===== config.mk =====
export PLATFORM = sky130hd
export DESIGN_NAME = serial_rx8
export DESIGN_NICKNAME = d
export VERILOG_FILES = /design/src/rtl/serial_rx8_pkg.sv /design/src/rtl/serial_rx8.sv
export SDC_FILE = /design/constraint.sdc
export NUM_CORES = 1
export LEC_CHECK = 0
export ABC_AREA = 1
export BUFFER_PORTS_ARGS = -buffer_cell sky130_fd_sc_hd__clkbuf_2
export CORE_MARGIN = 4
export CORE_UTILIZATION = 54
export CTS_CLUSTER_DIAMETER = 200
export CTS_CLUSTER_SIZE = 40
export DETAILED_ROUTE_END_ITERATION = 10
export PLACE_DENSITY = 0.82
export SYNTH_ARGS = -nofsm -noshare
export SYNTH_HDL_FRONTEND = slang
export SYNTH_SLANG_ARGS = --single-unit
export TNS_END_PERCENT = 10

===== constraint.sdc =====
create_clock -name clk -period 1.53 [get_ports clk]
set_input_delay 0.306 -clock clk [delete_from_list [all_inputs] [get_ports clk]]
set_output_delay 0.306 -clock clk [all_outputs]
set_load 0.1 [all_outputs]

===== src/rtl/serial_rx8_pkg.sv =====
// Shared definitions for the framed serial receiver: FSM state encoding and
// the default frame width.
package serial_rx8_pkg;

    localparam int RX_WIDTH_DEF = 8;

    // Encoding 2'd3 is never entered on purpose; the FSM treats it as a fault.
    typedef enum logic [1:0] {
        ST_IDLE = 2'd0,
        ST_DATA = 2'd1,
        ST_STOP = 2'd2,
        ST_BAD  = 2'd3
    } rx_state_t;

    // Width of a counter that must reach n-1 without wrapping.
    function automatic int cnt_bits(input int n);
        return (n > 1) ? $clog2(n) : 1;
    endfunction

endpackage


===== src/rtl/serial_rx8.sv =====
// Framed serial-to-parallel receiver: start bit, WIDTH data bits, stop bit,
// sampled on external strobes; good frames produce data plus a one-cycle load.
module serial_rx8
    import serial_rx8_pkg::*;
#(
    parameter int WIDTH     = RX_WIDTH_DEF,
    parameter bit MSB_FIRST = 1'b0
) (
    input  logic             clk,
    input  logic             reset_n,
    input  logic             bit_en,
    input  logic             sin,
    output logic [WIDTH-1:0] data,
    output logic             load,
    output logic             frame_err,
    output logic             busy
);

    localparam int CW = cnt_bits(WIDTH);
    localparam logic [CW-1:0] CNT_LAST = CW'(WIDTH - 1);

    rx_state_t        state;
    logic [CW-1:0]    cnt;
    logic [WIDTH-1:0] shreg;
    logic [WIDTH-1:0] shreg_next;

    // Where the new sample enters depends on the bit order of the link.
    always_comb begin
        shreg_next = shreg;
        if (MSB_FIRST) begin
            shreg_next = {shreg[WIDTH-2:0], sin};
        end else begin
            shreg_next = {sin, shreg[WIDTH-1:1]};
        end
    end

    // NOTE: state is updated with non-blocking assignments so every register
    // samples the pre-edge values, regardless of statement order.
    always_ff @(posedge clk or negedge reset_n) begin
        if (!reset_n) begin
            state     <= ST_IDLE;
            cnt       <= '0;
            shreg     <= '0;
            data      <= '0;
            load      <= 1'b0;
            frame_err <= 1'b0;
            busy      <= 1'b0;
        end else begin
            load <= 1'b0;
            case (state)
                ST_IDLE: begin
                    if (bit_en && !sin) begin
                        state     <= ST_DATA;
                        cnt       <= '0;
                        busy      <= 1'b1;
                        frame_err <= 1'b0;
                    end
                end
                ST_DATA: begin
                    if (bit_en) begin
                        shreg <= shreg_next;
                        // Saturate at the last data bit instead of wrapping.
                        if (cnt == CNT_LAST) begin
                            state <= ST_STOP;
                        end else begin
                            cnt <= cnt + CW'(1);
                        end
                    end
                end
                ST_STOP: begin
                    if (bit_en) begin
                        if (sin) begin
                            data <= shreg;
                            load <= 1'b1;
                        end else begin
                            frame_err <= 1'b1;
                        end
                        state <= ST_IDLE;
                        busy  <= 1'b0;
                    end
                end
                default: begin
                    state <= ST_IDLE;
                    busy  <= 1'b0;
                end
            endcase
        end
    end

endmodule

# == Yosys cells after proc, flatten, opt, wreduce, memory -nomap -nowiden ==
# Cells that the tools add are included.
# W data, S select, Z words.
# word_totals
output_inout_bits,11
regBits,24
# classes
add_sub_neg,1
bitwise,1
n_reduce_logical,11
muxes,19
n_eq_ne,9
# ops
operator,count
$ne A2 B2 Y1 const B,6
$reduce_and A4 Y1,3
$mux W3,3
$mux W1,8
$mux W2,4
$pmux W2 S3,1
$pmux W3 S2,1
$reduce_and A3 Y1,2
$reduce_bool A2 Y1,2
$add A3 B1 Y3 const B,1
$eq A3 B3 Y1 const B,1
$pmux W1 S3,1
$eq A2 B1 Y1 const B,1
$eq A2 B2 Y1 const B,1
$logic_not A2 Y1,1
$pmux W1 S2,1
$reduce_and A2 Y1,1
$logic_and A1 B1 Y1,1
$logic_not A1 Y1,1
$not A1 Y1,1

# == Logic depth before layout (Yosys ltp) ==
# logic_depth
word_depth,4
mapped_depth,6
depth_no_buf,6

# == Least setup slack after synthesis ==
# OpenSTA, ideal clock, no wires.
# synth_timing
path_kind,reg-to-reg
startpoint,register cnt[0]
endpoint,register cnt[0]
required_ps,1413
setup_slack_ps,214
setup_ps,117
path_stages_with_launch,7
arrival_ps,1200
cell_sequence,dfrtp_1 ha_1 ha_1 a21oi_1 nand2_1 nand2_1 nand2_1
# synth_via
elab_chain_cells,4
word_cells_on_any_way,7
# synth_rtl
item,line_no,text
start: declaration,serial_rx8.sv:23,logic [CW-1:0] cnt;
start signal: assignment,serial_rx8.sv:66,cnt <= cnt + CW'(1);
$add A3 B1 Y3,serial_rx8.sv:66,
$mux W3,serial_rx8.sv:63,if (cnt == CNT_LAST) begin
$mux W3,serial_rx8.sv:60,if (bit_en) begin
$pmux W3 S2,serial_rx8.sv:50,case (state)
# Parallel ways exist; a longest one is shown, timed or not. The select of a mux whose other input is x is not followed.
# A chain may end at the register's enable or synchronous reset.

# == Worst setup path in the final report ==
# layout_timing
startpoint,register data[2]
endpoint,output port data[2]
# layout_lines
item,line_no,text
start: declaration,serial_rx8.sv:13,"output logic [WIDTH-1:0] data,"
start signal: assignment,serial_rx8.sv:73,data <= shreg;
# No word-level cell between the ends.

==> qor.log <==
INFO  pwr            seqPwrFrac=46.6%
INFO  sta            grt_setup_unrepaired=no
INFO  synth          netlist-cell-type-count=17
INFO  detailed_routing drc=0
INFO  pwr            switching_share=41.1%
INFO  place          preCtsSetupSlack=0.0962ns
INFO  global_routing grt_ovf=0
INFO  critical_path  setup.worst_path.end_class=output pin
INFO  synth          synth_fp_nets=115
INFO  clocking       clock-root-buffer=clkbuf_4
INFO  detailed_routing detail_route.wirelength=1630microns
INFO  outcome        outcome=complete, no violations
INFO  floorplan      placementRows=15
INFO  detailed_routing drt_pass1_iterations=4
INFO  critical_path  critPathTopFamily=buffers and inverters
INFO  flow_run       maxCapViolations=0
INFO  floorplan      boundaryPins=15
INFO  cells_and_area post_route_cells_drive_above_1_share=26.2%
INFO  sta            maxSlewViolCount=0
INFO  clocking       clk_pin_slew_worst_paths=0.13ns
INFO  detailed_routing antenna_violating_nets_post_route=0
INFO  synth          count_of_synthesis_stage_warnings_from_yosys=0
INFO  detailed_routing via_count=712
INFO  min_path       hold_path_startpoint=bit_en
INFO  synth          ys_ff_latch=24
INFO  critical_path  r2r_slack=0.17ns
INFO  pwr            peakVddDrop=1380uV
INFO  pwr            leak_pwr=0.629nW
INFO  cells_and_area nNetsFinal=133
INFO  pwr            combinational_cell_fraction_of_total_power=37.0%
INFO  critical_path  cp_slowest_cell=clkbuf_2
INFO  floorplan      die_w=52.0microns
INFO  sta            finalCriticalPeriod=1.44ns
INFO  cells_and_area diodes=0
INFO  cells_and_area syn_to_final_growth=12.3%
INFO  sta            max_freq=694MHz
INFO  clocking       post-cts-setup-buffer-count=0
INFO  min_path       hold_class=primary input to register
INFO  detailed_routing drt-initial-drc-count=11
INFO  place          port_bufs=14
INFO  clocking       cts_num_sinks=24
INFO  sta            timing_hold_violations_final=0
INFO  pwr            power_per_cell_area=1670nW/um^2
INFO  critical_path  critPathKind=register to output pin
INFO  clocking       cts_buffer_depth=2
INFO  pwr            power_dissipated_by_switching_net_loads=0.808mW
INFO  clocking       numCtsBuffers=3
INFO  pwr            power.share.clock=16.4%
INFO  critical_path  cp.depth=1
INFO  critical_path  crit_arrival=1.14ns
INFO  critical_path  crit-reg2reg-launch=cnt[0]
INFO  synth          synthesis.area=1050squm
INFO  sta            timing_worst_slew_pin_value=0.557ns
INFO  critical_path  timing.critical_path.slowest_cell_delay=0.46ns
INFO  critical_path  cp.required=1.22ns
INFO  critical_path  crit_buf_inv=1
INFO  sta            clock_skew=0.00331ns
INFO  synth          postSynthCellCount=109
INFO  min_path       hold_path_end=state[1]
INFO  place          detailed_place.area=1130squm
INFO  sta            worst_slew_margin_rel=62.9%
INFO  floorplan      initial_utilization=58.7%
INFO  cells_and_area final_cell_count_no_fill=151
INFO  clocking       clock_tree.htree_level_count=1
INFO  sta            finalCritPeriodShare=94.2%
INFO  synth          ys_seq_area_share=57.3%
INFO  place          dpl.cell_count=146
INFO  clocking       clk-insertion-delay-late=0.30ns
INFO  critical_path  crit-reg2reg-capture=cnt[0]
INFO  sta            finalSetupViolations=0
INFO  critical_path  reg2regPathDepth=6
INFO  sta            post-route-worst-setup-slack=0.0881ns
INFO  min_path       min_path_cells=2
INFO  pwr            total_power_consumption=1.97mW
INFO  global_routing global_route_wire_length_before_repair=3150microns
INFO  clocking       cts_tree=built
INFO  sta            fin_tns_setup=0ns
INFO  floorplan      chip_height=52.0microns
INFO  floorplan      die-area=2710squm
INFO  cells_and_area fin_area=1180squm
INFO  synth          synth.avg_cell_area=9.61squm
INFO  floorplan      core_area=1780squm
INFO  critical_path  path_max_fanout=2
INFO  critical_path  path_cells=clkbuf_2
INFO  critical_path  timing.critical_path.from_type=register
INFO  detailed_routing vias_per_cell=4.72
INFO  detailed_routing detail_route.wl_per_cell=10.8microns
INFO  place          gp_routability_congestion=0.812
INFO  global_routing grtUsageTotal=15.4%
INFO  place          dp.final_hpwl=1190microns
INFO  global_routing vias_in_the_first_global_route=722
INFO  global_routing pin_count_of_the_biggest_net_entering_global_routing=25
INFO  pwr            internal_power=1.16mW
INFO  global_routing antenna_found_initial=0
## final cells by class
| class | count | area [sq um] |
|---|---|---|
| timing repair buffer | 15 | 80.1 |
| clock buffer | 4 | 36.3 |
| inverter | 15 | 56.3 |
| sequential | 24 | 601 |
| multi-input combinational | 68 | 372 |
| fill | 154 | 607 |
| tap | 25 | 31.3 |
## synthesized netlist by cell type, drive strengths merged
cell | count | share of area [%]
nand2 | 34 | 13
dfrtp | 24 | 57
o21ai | 16 | 11
inv | 15 | 5.4
nor2 | 6 | 2.4
a21oi | 3 | 1.4
nand3 | 3 | 1.4
buf | 2 | 2.2
ha | 2 | 2.4
nand4 | 2 | 2.6
o211ai | 1 | 0.72
o31ai | 1 | 0.72
## stage by stage
| step | util [%] | hold slack, ns |
|---|---|---|
| floorplan | - | 0.0104 |
| global placement | 63.2 | 0.322 |
| detailed placement | 63.2 | 0.332 |
| CTS | 65.8 | 0.304 |
| global route | 66.0 | 0.323 |
| finish | 66.0 | 0.308 |
## per-layer routing
layer	vias up	wire, microns	GRT usage (%)
li1	384	-	-
met1	314	794	21.5
met2	12	754	24.9
met3	2	66	2.58
met4	0	12	3.93
met5	-	0	0
## kinds of logic (layout without fill, tap and decap cells)
group                    count (synthesis)  count (layout)  share of synthesized area [%]
AND/OR/NAND/NOR                         45              45                           19.4
adder cells (fa/ha/maj)                  2               2                           2.39
buffers and inverters                   17              34                           7.53
AO/OA/AOI/OAI                           21              21                           13.4
flip-flops                              24              24                           57.3
## what timing repair did
| action | 4_1_cts | 5_1_grt |
|---|---|---|
| resized for setup | 0 | 1 |
| hold buffers | 1 | 0 |
| setup endpoints to repair | 0 | 3 |
| hold endpoints to repair | 24 | 0 |
## layout by cell type (no fill, tap or decap), drive strengths merged
cell type / n
o31ai: 1
o211ai: 1
dfrtp: 24
nand3: 3
ha: 2
inv: 15
nor2: 6
dlygate4sd3: 1
o21ai: 16
nand2: 34
nand4: 2
clkbuf: 18
a21oi: 3
## power by group through the flow
| stage | clock, mW | combinational (mW) | sequential, mW |
|---|---|---|---|
| 2_1_floorplan | 0 | 0.443 | 1.07 |
| 3_5_place_dp | 0 | 0.720 | 0.927 |
| 6_report | 0.322 | 0.727 | 0.916 |
| 3_3_place_gp | 0 | 0.697 | 0.912 |
| 4_1_cts | 0.332 | 0.735 | 0.913 |
| 5_1_grt | 0.359 | 0.832 | 0.939 |
## registers in the layout, summed over array words and instances, names as in the netlist
name / count
data: 8
shreg: 8
frame_err: 1
load: 1
cnt: 3
busy: 1
state: 2
## worst max path at each step
stage	endpoint	startpoint
2_1_floorplan	cnt[0]	cnt[0]
3_3_place_gp	cnt[1]	cnt[0]
3_5_place_dp	cnt[0]	cnt[0]
4_1_cts	data[1]	data[1]
5_1_grt	data[5]	data[5]
6_report	data[2]	data[2]
Note: power is estimated with default switching activity, not from simulation.
